[config.mk]
export PLATFORM = sky130hd
export DESIGN_NAME = vga_timing_gen_flat
export DESIGN_NICKNAME = d
export VERILOG_FILES = /design/src/rtl/vga_pkg.sv /design/src/rtl/vga_timing_gen_if.sv /design/src/rtl/vga_sync_delay.sv /design/src/rtl/vga_timing_gen.sv /design/src/flat_wrapper.sv
export SDC_FILE = /design/constraint.sdc
export NUM_CORES = 1
export LEC_CHECK = 0
export ABC_AREA = 1
export ABC_CLOCK_PERIOD_IN_PS = 4900
export CAP_MARGIN = 20
export CORE_MARGIN = 2
export CORE_UTILIZATION = 60
export CTS_CLUSTER_SIZE = 10
export DETAILED_ROUTE_END_ITERATION = 10
export HOLD_SLACK_MARGIN = 0.12
export PLACE_DENSITY = 0.82
export SLEW_MARGIN = 20
export SYNTH_ARGS = -nofsm -noshare
export SYNTH_HDL_FRONTEND = slang
export SYNTH_SLANG_ARGS = --single-unit
[constraint.sdc]
create_clock -name vgaclk -period 4.9 [get_ports vgaclk]
set_input_delay 1.47 -clock vgaclk [delete_from_list [all_inputs] [get_ports vgaclk]]
set_output_delay 1.47 -clock vgaclk [all_outputs]
set_load 0.01 [all_outputs]
[src/rtl/vga_pkg.sv]
// Shared types, standard modes and helper functions for the VGA raster timing generator.
package vga_pkg;

  localparam int unsigned VGA_CW = 12;

  typedef logic [VGA_CW-1:0] vga_field_t;
  // Four CW-bit fields can sum to almost 2^(CW+2); two guard bits keep oversize
  // configs from wrapping back into the legal range.
  typedef logic [VGA_CW+1:0] vga_sum_t;

  typedef struct packed {
    vga_field_t hactive;
    vga_field_t hfp;
    vga_field_t hsyn;
    vga_field_t hbp;
    vga_field_t vactive;
    vga_field_t vfp;
    vga_field_t vsyn;
    vga_field_t vbp;
  } vga_timing_t;

  typedef struct packed {
    logic hsync;
    logic vsync;
    logic sync_b;
    logic blank_b;
    logic line_start;
    logic frame_start;
  } vga_sync_t;

  typedef enum logic {
    CFG_IDLE,
    CFG_PENDING
  } vga_cfg_state_e;

  function automatic vga_timing_t vga_mode(input int unsigned ha, hf, hs, hb,
                                           input int unsigned va, vf, vs, vb);
    vga_timing_t t;
    t.hactive = vga_field_t'(ha);
    t.hfp     = vga_field_t'(hf);
    t.hsyn    = vga_field_t'(hs);
    t.hbp     = vga_field_t'(hb);
    t.vactive = vga_field_t'(va);
    t.vfp     = vga_field_t'(vf);
    t.vsyn    = vga_field_t'(vs);
    t.vbp     = vga_field_t'(vb);
    return t;
  endfunction

  function automatic vga_sum_t vga_total(input vga_field_t a, b, c, d);
    return vga_sum_t'(a) + vga_sum_t'(b) + vga_sum_t'(c) + vga_sum_t'(d);
  endfunction

  function automatic logic vga_timing_ok(input vga_timing_t t);
    vga_sum_t htot;
    vga_sum_t vtot;
    logic     nonzero;
    htot    = vga_total(t.hactive, t.hfp, t.hsyn, t.hbp);
    vtot    = vga_total(t.vactive, t.vfp, t.vsyn, t.vbp);
    nonzero = (t.hactive != '0) && (t.hfp != '0) && (t.hsyn != '0) && (t.hbp != '0) &&
              (t.vactive != '0) && (t.vfp != '0) && (t.vsyn != '0) && (t.vbp != '0);
    return nonzero && (htot[VGA_CW+1:VGA_CW] == '0) && (vtot[VGA_CW+1:VGA_CW] == '0);
  endfunction

  localparam vga_timing_t VGA_640X480 = vga_mode(640, 16, 96, 48, 480, 10, 2, 33);
  localparam vga_timing_t VGA_800X600 = vga_mode(800, 40, 128, 88, 600, 1, 4, 23);

endpackage

[src/rtl/vga_timing_gen_if.sv]
// Configuration handshake between the mode-setting master and the timing generator.
interface vga_timing_gen_if;
  import vga_pkg::*;

  logic        cfg_valid;
  vga_timing_t cfg_timing;
  logic        cfg_ready;
  logic        cfg_err;

  modport master (output cfg_valid, output cfg_timing, input cfg_ready, input cfg_err);
  modport slave  (input cfg_valid, input cfg_timing, output cfg_ready, output cfg_err);
endinterface

[src/rtl/vga_sync_delay.sv]
// DEPTH-stage register chain aligning sync/strobe outputs with downstream pixel latency.
module vga_sync_delay #(
  parameter int unsigned    DEPTH   = 0,
  parameter int unsigned    W       = 1,
  parameter logic [W-1:0]   RST_VAL = '0
) (
  input  logic         vgaclk,
  input  logic         reset,
  input  logic [W-1:0] d,
  output logic [W-1:0] q
);

  if (DEPTH == 0) begin : g_wire
    logic unused_clk_rst;
    assign unused_clk_rst = vgaclk ^ reset;
    assign q = d;
  end else begin : g_chain
    logic [W-1:0] stage [DEPTH];

    always_ff @(posedge vgaclk or negedge reset) begin
      if (!reset) begin
        for (int unsigned i = 0; i < DEPTH; i++) stage[i] <= RST_VAL;
      end else begin
        stage[0] <= d;
        for (int unsigned i = 1; i < DEPTH; i++) stage[i] <= stage[i-1];
      end
    end

    assign q = stage[DEPTH-1];
  end

endmodule

[src/rtl/vga_timing_gen.sv]
// Runtime-reprogrammable VGA raster timing generator: h/v counters, region decode,
// optional output delay, and a shadowed config that goes live only at the frame wrap.
module vga_timing_gen
  import vga_pkg::*;
#(
  parameter int unsigned CW         = VGA_CW,
  parameter int unsigned PIPE_DLY   = 0,
  parameter logic        HS_POL     = 1'b0,
  parameter logic        VS_POL     = 1'b0,
  parameter vga_timing_t DEF_TIMING = VGA_640X480
) (
  input  logic            vgaclk,
  input  logic            reset,
  vga_timing_gen_if.slave cfg,
  output logic            hsync,
  output logic            vsync,
  output logic            sync_b,
  output logic            blank_b,
  output logic            de,
  output logic            line_start,
  output logic            frame_start,
  output logic [CW-1:0]   hcnt,
  output logic [CW-1:0]   vcnt
);

  if (CW != VGA_CW) begin : g_cw_check
    $error("vga_timing_gen: CW must equal vga_pkg::VGA_CW");
  end
  if (PIPE_DLY > 15) begin : g_dly_check
    $error("vga_timing_gen: PIPE_DLY must be 0..15");
  end

  localparam vga_sync_t SYNC_RST = '{hsync: ~HS_POL, vsync: ~VS_POL, sync_b: 1'b1, default: 1'b0};

  vga_timing_t    live_q, shadow_q;
  vga_cfg_state_e state_q, state_d;
  logic           shadow_ld, live_ld, err_d, err_q;

  logic [CW-1:0]  hcnt_q, vcnt_q, hlast, vlast;
  logic           hwrap, fwrap;

  assign hlast = CW'(vga_total(live_q.hactive, live_q.hfp, live_q.hsyn, live_q.hbp) - vga_sum_t'(1));
  assign vlast = CW'(vga_total(live_q.vactive, live_q.vfp, live_q.vsyn, live_q.vbp) - vga_sum_t'(1));
  assign hwrap = (hcnt_q == hlast);
  assign fwrap = hwrap && (vcnt_q == vlast);

  always_ff @(posedge vgaclk or negedge reset) begin
    if (!reset) begin
      hcnt_q <= '0;
      vcnt_q <= '0;
    end else if (hwrap) begin
      hcnt_q <= '0;
      vcnt_q <= fwrap ? '0 : vcnt_q + CW'(1);
    end else begin
      hcnt_q <= hcnt_q + CW'(1);
    end
  end

  always_ff @(posedge vgaclk or negedge reset) begin
    if (!reset) begin
      state_q  <= CFG_IDLE;
      live_q   <= DEF_TIMING;
      shadow_q <= DEF_TIMING;
      err_q    <= 1'b0;
    end else begin
      state_q <= state_d;
      err_q   <= err_d;
      if (shadow_ld) shadow_q <= cfg.cfg_timing;
      if (live_ld)   live_q   <= shadow_q;
    end
  end

  // A config accepted on the wrap cycle is still IDLE there, so it waits a full frame.
  always_comb begin
    state_d       = state_q;
    shadow_ld     = 1'b0;
    live_ld       = 1'b0;
    err_d         = 1'b0;
    cfg.cfg_ready = 1'b0;
    case (state_q)
      CFG_IDLE: begin
        cfg.cfg_ready = 1'b1;
        if (cfg.cfg_valid) begin
          if (vga_timing_ok(cfg.cfg_timing)) begin
            shadow_ld = 1'b1;
            state_d   = CFG_PENDING;
          end else begin
            err_d = 1'b1;
          end
        end
      end
      CFG_PENDING: begin
        if (fwrap) begin
          live_ld = 1'b1;
          state_d = CFG_IDLE;
        end
      end
      default: state_d = CFG_IDLE;
    endcase
  end

  assign cfg.cfg_err = err_q;

  logic [CW:0] hs_beg, hs_end, vs_beg, vs_end;
  logic        h_act, v_act, h_syn, v_syn;

  assign hs_beg = {1'b0, live_q.hactive} + {1'b0, live_q.hfp};
  assign hs_end = hs_beg + {1'b0, live_q.hsyn};
  assign vs_beg = {1'b0, live_q.vactive} + {1'b0, live_q.vfp};
  assign vs_end = vs_beg + {1'b0, live_q.vsyn};

  assign h_act = hcnt_q < live_q.hactive;
  assign v_act = vcnt_q < live_q.vactive;
  assign h_syn = ({1'b0, hcnt_q} >= hs_beg) && ({1'b0, hcnt_q} < hs_end);
  assign v_syn = ({1'b0, vcnt_q} >= vs_beg) && ({1'b0, vcnt_q} < vs_end);

  vga_sync_t dec_d, dec_q, dly_q;

  always_comb begin
    dec_d             = SYNC_RST;
    dec_d.hsync       = h_syn ? HS_POL : ~HS_POL;
    dec_d.vsync       = v_syn ? VS_POL : ~VS_POL;
    dec_d.sync_b      = ~(h_syn | v_syn);
    dec_d.blank_b     = h_act & v_act;
    dec_d.line_start  = (hcnt_q == '0);
    dec_d.frame_start = (hcnt_q == '0) && (vcnt_q == '0);
  end

  always_ff @(posedge vgaclk or negedge reset) begin
    if (!reset) dec_q <= SYNC_RST;
    else        dec_q <= dec_d;
  end

  vga_sync_delay #(
    .DEPTH   (PIPE_DLY),
    .W       ($bits(vga_sync_t)),
    .RST_VAL (SYNC_RST)
  ) u_sync_delay (
    .vgaclk (vgaclk),
    .reset  (reset),
    .d      (dec_q),
    .q      (dly_q)
  );

  assign hsync       = dly_q.hsync;
  assign vsync       = dly_q.vsync;
  assign sync_b      = dly_q.sync_b;
  assign blank_b     = dly_q.blank_b;
  assign de          = dly_q.blank_b;
  assign line_start  = dly_q.line_start;
  assign frame_start = dly_q.frame_start;
  assign hcnt        = hcnt_q;
  assign vcnt        = vcnt_q;

endmodule

[src/flat_wrapper.sv]
// flat-port wrapper written by rule: the top's interface ports become plain ports
module vga_timing_gen_flat import vga_pkg::*;
#(
  parameter int unsigned CW         = VGA_CW,
  parameter int unsigned PIPE_DLY   = 0,
  parameter logic        HS_POL     = 1'b0,
  parameter logic        VS_POL     = 1'b0,
  parameter vga_timing_t DEF_TIMING = VGA_640X480
)
  (vgaclk, reset, hsync, vsync, sync_b, blank_b, de, line_start, frame_start, hcnt, vcnt, cfg_cfg_valid, cfg_cfg_timing, cfg_cfg_ready, cfg_cfg_err);
  vga_timing_gen_if cfg_i ();
  input  logic vgaclk;
  input  logic reset;
  output logic hsync;
  output logic vsync;
  output logic sync_b;
  output logic blank_b;
  output logic de;
  output logic line_start;
  output logic frame_start;
  output logic [CW-1:0] hcnt;
  output logic [CW-1:0] vcnt;
  input wire logic [$bits(cfg_i.cfg_valid)-1:0] cfg_cfg_valid;
  input wire logic [$bits(cfg_i.cfg_timing)-1:0] cfg_cfg_timing;
  output wire logic [$bits(cfg_i.cfg_ready)-1:0] cfg_cfg_ready;
  output wire logic [$bits(cfg_i.cfg_err)-1:0] cfg_cfg_err;
  assign cfg_i.cfg_valid = cfg_cfg_valid;
  assign cfg_i.cfg_timing = cfg_cfg_timing;
  assign cfg_cfg_ready = cfg_i.cfg_ready;
  assign cfg_cfg_err = cfg_i.cfg_err;
  vga_timing_gen #(.CW(CW), .PIPE_DLY(PIPE_DLY), .HS_POL(HS_POL), .VS_POL(VS_POL), .DEF_TIMING(DEF_TIMING)) u_core (.vgaclk(vgaclk), .reset(reset), .cfg(cfg_i), .hsync(hsync), .vsync(vsync), .sync_b(sync_b), .blank_b(blank_b), .de(de), .line_start(line_start), .frame_start(frame_start), .hcnt(hcnt), .vcnt(vcnt));
endmodule
==> results.py, run 1 <==
metrics = {
    "clock_network": {
        "cts_root_buf": "clkbuf_16",
        "cts.reportedPaths.clkPinSlew_ns": 0.06,
        "cts_buffers": 27,
        "cts_tree": "built",
        "cts_buffer_depth": 3,
        "cts.htree.levels": 1,
        "clock_latency_ns": 0.54,
        "clock-sinks": 224,
    },
    "min_path": {
        "whs_path_depth": 2,
        "hold_path_class": "reg2reg",
        "hp-start": "u_core.shadow_q[65]",
        "hold_end": "u_core.shadow_q[65]",
    },
    "yosys": {
        "synth_area_per_cell_um2": 7.41,
        "yosys_warnings": 0,
        "syn-num-nets": 2954,
        "synth_top_cell_by_area": "dfrtp_1",
        "yosysUniqueCellTypes": 35,
        "synth_cells": 2569,
        "yosysSeqAreaShare_pct": 29.7,
        "yosys-top-cells-area": "dfrtp_1, nand2_1, ha_1, inv_1, fa_1",
        "yosys_register_bits": 224,
        "synth.top_cell.area_share_pct": 24.8,
        "syn_area_um2": 19000,
    },
    "timing": {
        "period_share_pct": 97.1,
        "setup_viol": 0,
        "max_slew_margin_pct": 41.1,
        "tightest_slew_ns": 0.883,
        "layout_min_cycle_time_ns": 4.76,
        "max_freq_ghz": 0.210,
        "hold_viol": 0,
        "clock_skew_ns": 0.0245,
        "tns_ns": 0,
        "finalWorstSetupSlack_ns": 0.143,
        "maxSlewViolCount": 0,
        "hold_ws_ns": 0.473,
    },
    "global_route": {
        "grtUsageTotal_pct": 31.6,
        "grt_use_met2_pct": 53.1,
        "grt_first_pass_wirelength_um": 86200,
        "grt_use_met3_pct": 3.09,
        "use_met1_pct": 44.1,
        "busiest_layer": "met2",
        "grt_max_degree": 119,
        "grt_pass1_vias": 17700,
        "antenna_found_initial": 0,
        "grt-ovfl-total": 0,
    },
    "setup_path": {
        "cp_max_fo": 8,
        "r2r-start": "u_core.live_q[13]",
        "critPathArrivalTime_ns": 5.21,
        "worstReg2RegEnd": "u_core.live_q[28]",
        "r2r_setup_slack_ns": 0.29,
        "worstSetupPathType": "in2reg",
        "required_ns": 5.35,
        "cp-end-kind": "register",
        "ff2ff_path_depth": 21,
        "start_kind": "input port",
    },
    "die": {
        "die_area_um2": 33200,
        "die_w_um": 182,
        "start_util_pct": 60.7,
        "core-area_um2": 31400,
        "rows": 65,
        "fp.dieH_um": 182,
        "ios": 132,
    },
    "outcome": {
        "status": "finished clean",
    },
    "final_layout": {
        "final_nets": 3170,
        "layout.cells.non_filler": 3207,
        "drive_above_1_share_pct": 11.1,
        "design_area_um2": 23100,
        "layout.area.seq_um2": 5650,
        "final_util_pct": 73.7,
        "syn2layout_area_growth_pct": 21.5,
        "fillers": 2315,
        "multiInputGateArea_um2": 11800,
        "diodes": 0,
    },
    "detailed_routing": {
        "routed_wl_um": 53600,
        "vias_per_cell": 5.66,
        "first_pass_iters": 6,
        "drt.antenna.violating_nets": 0,
        "remaining_drc_errors": 0,
        "num_vias": 18100,
        "wire_per_inst_um": 16.7,
        "initialDrtViolationCount": 1774,
    },
    "placement": {
        "dpl.hpwl_um": 38900,
        "dp_slack_ns": -0.756,
        "dpl_cell_area_um2": 21500,
        "place_inst": 3127,
        "gp_congestion": 0.960,
        "port_buffers": 131,
    },
    "pwr": {
        "power.density_nw_per_um2": 248,
        "vdd_drop_max_v": 0.000240,
        "power_mw": 5.73,
        "p_leak_nw": 12.6,
    },
    "flow_run": {
        "cap_violations": 0,
    },
}
## sequential cells by signal (all words and copies together) (netlist names)
name and cells:
u_core.live_q 96, u_core.vcnt 12, u_core.hcnt 12, u_core.cfg.cfg_err 1, u_core.shadow_q 96, u_core.dec_q 6
u_core.state_q 1
## cell type report
class | instances | share of cell area, %
Clock buffer | 44 | 3.24
Tap cell | 402 | 2.17
Clock inverter | 5 | 0.341
Sequential cell | 224 | 24.4
Multi-Input combinational cell | 1805 | 51.0
Timing Repair Buffer | 274 | 11.5
Inverter | 453 | 7.35
## cells in the final DEF (no fill, tap or decap), drive strengths merged, types with 2 or more instances in the layout
| cell type | count |
|---|---|
| a211oi | 5 |
| o21ai | 46 |
| ha | 216 |
| clkdlybuf4s15 | 5 |
| inv | 454 |
| o21bai | 7 |
| nor3 | 32 |
| xnor2 | 29 |
| buf | 138 |
| dfrtp | 189 |
| dfstp | 35 |
| o21a | 8 |
| a31oi | 4 |
| fa | 70 |
| nand3b | 8 |
| clkdlybuf4s50 | 98 |
| or2 | 6 |
| a21oi | 100 |
| nand3 | 102 |
| clkinv | 2 |
| nor4 | 13 |
| a21boi | 2 |
| o31ai | 2 |
| a21o | 7 |
| bufinv | 2 |
| xor2 | 50 |
| nand2 | 798 |
| nor2 | 80 |
| clkbuf | 72 |
| dlymetal6s2s | 4 |
| nand4 | 214 |
| and3 | 2 |
## repair_timing
action | 4_1_cts | 5_1_grt
gates cloned | 6 | 8
hold buffers | 0 | 0
pin swaps | 34 | 74
buffers inserted | 15 | 6
gates resized for setup | 64 | 101
endpoints found under the setup margin | 98 | 153
## worst max-delay path: stages
cell and delay, ns:
clkdlybuf4s15_1 0.22, ha_4 0.30, inv_2 0.04, nor3_2 0.16, nand2_1 0.07, nand2_1 0.08
nand2_1 0.07, buf_4 0.13, buf_4 0.12, buf_4 0.12, buf_4 0.13, nand2_2 0.07
fa_1 0.38, inv_1 0.11, ha_4 0.21, nand2_1 0.08, nor2_1 0.08, a21oi_1 0.14
o21ai_1 0.07, nand2_1 0.09, nand3_1 0.09, nand2_1 0.10, nand2_2 0.06, nor2_4 0.17
buf_12 0.20, buf_12 0.13, nand4_1 0.15, nand2_1 0.15
## synthesized netlist by cell type, drive strengths merged
| cell | instances |
|---|---|
| o2111ai | 1 |
| nand3 | 102 |
| buf | 36 |
| a211oi | 5 |
| nand4 | 214 |
| nor3 | 32 |
| clkbuf | 51 |
| inv | 453 |
| nor4b | 1 |
| o21a | 8 |
| a21boi | 2 |
| nor3b | 1 |
| a211o | 1 |
| nand2 | 798 |
| nor2 | 80 |
| or2 | 6 |
| xor2 | 50 |
| a31oi | 4 |
| ha | 216 |
| xnor2 | 29 |
| and3 | 2 |
| a21oi | 100 |
| nand3b | 8 |
| dfrtp | 189 |
| a21o | 7 |
| o21bai | 7 |
| nor4 | 13 |
| fa | 70 |
| dfstp | 35 |
| o31ai | 2 |
| o21ai | 46 |
## metal layers
| layer | vias to the layer above | part of all wire, % |
|---|---|---|
| li1 | 8720 | - |
| met1 | 8554 | 43 |
| met2 | 740 | 47 |
| met3 | 135 | 7.0 |
| met4 | 0 | 3.0 |
| met5 | - | 0 |
## power breakdown
| part | internal (mW) | leakage (nW) | switching, mW |
|---|---|---|---|
| clock | 1.14 | 0.399 | 0.754 |
| combinational | 0.844 | 9.21 | 0.974 |
| sequential | 1.95 | 2.97 | 0.0670 |
| total | 3.94 | 12.6 | 1.80 |
## worst max path at each step
stage / start / to / slack [ns] / cells after the start
floorplan: cfg_cfg_timing[74] / u_core.shadow_q[24] / 0.01 / 30
global placement: cfg_cfg_timing[38] / u_core.shadow_q[23] / -0.60 / 31
detailed placement: cfg_cfg_timing[72] / u_core.shadow_q[85] / -0.76 / 26
CTS: cfg_cfg_timing[86] / u_core.shadow_q[37] / 0.008 / 31
global route: cfg_cfg_timing[75] / u_core.shadow_q[23] / -0.06 / 26
finish: cfg_cfg_timing[75] / u_core.shadow_q[9] / 0.14 / 28
## kinds of logic (layout without fill, tap and decap cells)
family	Yosys count	after routing	share of synthesized area [%]
buffers and inverters	540	776	10.8
AOI/OAI and AO/OA	183	183	5.28
and+or+nand+nor	1257	1257	29.0
adders and majority gates	286	286	21.6
xor gates and xnor gates	79	79	3.63
DFF	224	224	29.7
Power figures use the tool's default switching activity.
==> run 2: changes to the inputs <==
Settings changed: CORE_ASPECT_RATIO from default to 0.7, CORE_MARGIN 2 to 3.
==> run 2 against run 1 <==
Compared with the run above:
- via count rose by 1.8%
- register-to-register slack got worse by 0.03 ns
- count of clock-buffer cells in the layout rose by 1
- utilization rose by 1.7 points
- cell area barely moved
- worst hold slack got worse by 0.011 ns
- die area rose by 2.3%
==> results.py, run 2 (synthesis gave the netlist of run 1 again) <==
metrics = {
    "global_route": {
        "grt_max_degree": 113,
        "grt_first_pass_wirelength_um": 89600,
        "grt-ovfl-total": 0,
        "grtUsageTotal_pct": 32.8,
        "antenna_found_initial": 0,
        "grt_pass1_vias": 17300,
    },
    "placement": {
        "port_buffers": 131,
        "dp_slack_ns": -0.723,
        "dpl_cell_area_um2": 21600,
        "dpl.hpwl_um": 42900,
        "gp_congestion": 0.929,
    },
    "timing": {
        "max_slew_margin_pct": 38.2,
        "hold_ws_ns": 0.462,
        "hold_viol": 0,
        "max_freq_ghz": 0.210,
        "tightest_slew_ns": 0.927,
        "period_share_pct": 97.0,
        "finalWorstSetupSlack_ns": 0.148,
        "clock_skew_ns": 0.0115,
        "maxSlewViolCount": 0,
        "setup_viol": 0,
        "layout_min_cycle_time_ns": 4.75,
    },
    "detailed_routing": {
        "vias_per_cell": 5.73,
        "wire_per_inst_um": 17.5,
        "remaining_drc_errors": 0,
        "initialDrtViolationCount": 2214,
        "routed_wl_um": 56500,
        "drt.antenna.violating_nets": 0,
        "first_pass_iters": 6,
        "num_vias": 18500,
    },
    "setup_path": {
        "crit_buf_inv": 4,
        "critPathArrivalTime_ns": 5.19,
        "cp_max_fo": 21,
        "slowest_delay_ns": 0.49,
        "start_kind": "input port",
        "cp_top_family": "simple AND/OR/NAND/NOR gates",
        "crit_slowest_cell": "fa_1",
        "required_ns": 5.33,
        "cp-end-kind": "register",
        "worstSetupPathType": "in2reg",
        "path_common_cell": "nand2_1",
    },
    "final_layout": {
        "final_cell_mix": "nand2_1, inv_1, nand4_1, ha_1, dfrtp_1",
        "final_nets": 3180,
        "drive_above_1_share_pct": 10.9,
        "syn2layout_area_growth_pct": 21.4,
        "largestRegisters": "u_core.live_q x96, u_core.shadow_q x96",
        "design_area_um2": 23100,
        "diodes": 0,
        "layout_commonest_cell": "nand2_1",
        "fillers": 2316,
    },
    "die": {
        "ios": 132,
        "start_util_pct": 62.1,
        "fp.dieH_um": 155,
        "core-area_um2": 30600,
        "die_area_um2": 33900,
        "die_w_um": 219,
        "rows": 53,
    },
    "flow_run": {
        "cap_violations": 0,
    },
    "clock_network": {
        "clock_latency_ns": 0.56,
        "cts_root_buf": "clkbuf_16",
        "cts.htree.levels": 1,
        "cts_hold_buf": 0,
        "cts_buffer_depth": 3,
        "cts.reportedPaths.clkPinSlew_ns": 0.05,
        "cts_buffers": 26,
        "clock-sinks": 224,
        "cts_tree": "built",
    },
    "pwr": {
        "vdd_drop_max_v": 0.000284,
        "power.density_nw_per_um2": 235,
        "p_leak_nw": 12.6,
    },
    "min_path": {
        "hold_path_class": "reg2reg",
    },
    "outcome": {
        "status": "finished clean",
    },
}
-- run 2: layout make-up --
type	count	area, um2	area share (%)
clock buffers	45	732	3.17
flip-flops and latches	224	5650	24.5
repair inverters	1	7.51	0.0325
multi-input cells	1805	11800	50.9
inverters	453	1700	7.37
clock inverters	2	60.1	0.260
well taps	412	515	2.23
repair buffers	284	2680	11.6
-- run 2: through the flow --
step / cells / TNS (ns) / total power, mW / utilization (%)
final: 3226 / 0 / 5.42 / 75.4
after global routing: 3226 / -5.52 / 5.66 / 75.4
after CTS: 3209 / 0 / 5.34 / 74.4
after detailed placement: 3148 / -64.13 / 3.27 / 70.5
after global placement: 3148 / -56.32 / 3.24 / 70.5
after floorplan: 2569 / 0 / 2.77 / -
-- run 2: repair_timing --
| action | 4_1_cts | 5_1_grt |
|---|---|---|
| cloned | 5 | 3 |
| pin swaps | 24 | 33 |
| gates resized for setup | 59 | 86 |
| buffers inserted | 9 | 16 |
| endpoints found under the setup margin | 97 | 220 |
-- run 2: per-layer routing --
layer | share of wire [%] | up-vias | track usage, %
met1 | 48 | 8793 | 52.6
met2 | 42 | 865 | 47.6
met4 | 1.4 | 0 | 5.37
met5 | 0 | - | 0
met3 | 9.0 | 79 | 4.65
li1 | - | 8738 | -
-- run 2: final timing paths --
kind,endpoint,startpoint,slack [ns],cells after the start
setup / recovery,u_core.shadow_q[81],cfg_cfg_timing[27],0.15,28
hold / removal,u_core.shadow_q[66],u_core.shadow_q[66],0.46,2
setup reg to reg,u_core.live_q[71],u_core.live_q[13],0.26,23
hold reg to reg,u_core.shadow_q[66],u_core.shadow_q[66],0.46,2
max in group asynchronous,u_core.shadow_q[25],reset,2.94,2
min in group asynchronous,u_core.live_q[72],reset,0.95,1
-- run 2: worst register-to-register path, cell delays in order (launching register included) --
cell and delay [ns]:
dfstp_2 0.55, inv_1 0.08, ha_1 0.27, inv_1 0.06, fa_1 0.55, inv_1 0.06
fa_1 0.54, inv_1 0.04, ha_1 0.26, fa_1 0.43, inv_1 0.13, nand2_1 0.07
nand2_1 0.08, xor2_1 0.07, nor2_1 0.09, nand2_1 0.07, nor2_1 0.09, nand2_1 0.10
nor3_4 0.24, buf_12 0.18, buf_4 0.14, clkbuf_16 0.20, nand4_1 0.14, nand2_1 0.12
-- run 2: power breakdown --
part / switching (mW) / internal, mW
sequential: 0.0709 / 1.95
combinational: 0.889 / 0.674
clock: 0.772 / 1.06
total: 1.73 / 3.69
==> variant: new RTL, config.mk and constraints of run 2 <==
The package constant `VGA_CW` goes from 12 to 13.
--- a/src/rtl/vga_pkg.sv
+++ b/src/rtl/vga_pkg.sv
@@ -1,7 +1,7 @@
 // Shared types, standard modes and helper functions for the VGA raster timing generator.
 package vga_pkg;
 
-  localparam int unsigned VGA_CW = 12;
+  localparam int unsigned VGA_CW = 13;
 
   typedef logic [VGA_CW-1:0] vga_field_t;
   // Four CW-bit fields can sum to almost 2^(CW+2); two guard bits keep oversize
Interface: changed (resized cfg_cfg_timing, hcnt and vcnt); port bits go from 132 to 142. The function was not compared with the original's and may differ.
==> variant against run 2 <==
- design area rose by 12%
- worst setup slack got worse by 94 ps
- power rose by 3.9%
- synthesized area rose by 11%
- sequential cell count rose by 18
- die area rose by 10%
- first-iteration DRC count rose by 6.5%
- wire length rose by 18%
- critical endpoint is now u_core.shadow_q[40]$_DFFE_PN0P_
- highest routed layer unchanged
==> variant: results <==
[cts]
cts.sinks = 242
cts_htree_levels = 1
cts_buffers = 29
clock_path_buffers = 3

[setup_path]
r2r_slack_ps = 170
r2r_start = u_core.live_q[14]$_DFFE_PN1P_
critPathMaxFanout = 10
r2r-end = u_core.live_q[61]$_DFFE_PN0P_
path_delay_family = adder cells
startpoint = cfg_cfg_timing[78]
cp.arrival_ps = 5270

[synthesis]
yosysSeqAreaShare_pct = 29.0
synth_compound_area_share_pct = 5.93
synth_commonest_cells = nand2_1 (823), inv_1 (459), nand4_1 (235)
synthAdderAreaFrac_pct = 21.1
synthXorXnorAreaFrac_pct = 4.37
syn-num-nets = 3244
ys_top_cells_by_area = dfrtp_1 (25%), nand2_1 (15%), ha_1 (14%)
synth_cell_types = 42
avgSynthCellArea_sq_um = 7.45

[routing]
vias_per_cell = 5.85
met3_length_mm = 7.41
met2WireLength_mm = 29.4
first_iter_violations = 2359
postRouteWirelength_mm = 66.9
wl_met1_mm = 28.5

[place]
gp_congestion = 0.964
hpwlAfterDp_mm = 48.9
place_ws_ps = -861
dpl_cell_area_sq_um = 23900

[cells_and_area]
syn_to_final_growth_pct = 22.6
finalNetCount = 3497
buffers = 321
clockNetworkAreaShare_pct = 3.38
largest_registers = u_core.live_q (104), u_core.shadow_q (104)
inverters = 465
sh_seq_area_pct = 23.6
layout.comb_gates.multi_input = 2021
nFillCells = 2438
layout-drive-gt1-share_pct = 13.1
final_cells = 3565
multi_input_area_share_pct = 51.8
num-clock-buffers = 50

[sta]
tightest_slew_ps = 1020
whs_ps = 463

[floorplan]
n_tap_cell = 464

[status]
status = finished, final reports clean

[global_routing]
use_met1_pct = 50.0
met2_usage_pct = 51.2
grt.total_usage_pct = 33.1
grt_pass1_vias = 19800
grt_pass1_wl_mm = 100
grt_max_degree = 124

[min_path]
min_from = u_core.shadow_q[71]$_DFFE_PN1P_
worstHoldEndpoint = u_core.shadow_q[71]$_DFFE_PN1P_

[power_and_ir_drop]
netSwitchingFraction_pct = 30.9
pg_comb_mw = 1.62
vdd_drop_max_mv = 0.278
cellLeakagePower_nw = 13.9
power_frac_comb_pct = 28.7
variant: cell count changes after synthesis, moves of 7 or more:
cell	change
nor2_1	+66
a21oi_1	+28
nand2_1	+25
xor2_1	+23
nand4_1	+21
dfrtp_1	+18
ha_1	+18
nand3b_1	+14
o21ai_0	-11
clkbuf_1	-7
inv_1	+7
nor4_1	-7
variant: how the worst max path moves through the flow:
stage               cells after the start                               end
detailed placement                     23  u_core.shadow_q[100]$_DFFE_PN1P_
CTS                                    21     u_core.live_q[84]$_DFFE_PN0P_
global route                           23     u_core.live_q[61]$_DFFE_PN0P_
finish                                 25   u_core.shadow_q[40]$_DFFE_PN0P_
global placement                       23   u_core.shadow_q[31]$_DFFE_PN0P_
floorplan                              24   u_core.shadow_q[13]$_DFFE_PN0P_
variant: timing repair:
item                                   CTS  global route
pin swaps                               17            58
setup endpoints to repair              106           211
gates resized for setup                 65           169
cloned                                   3            15
endpoints found under the hold margin    0             0
setup buffers                            5            11
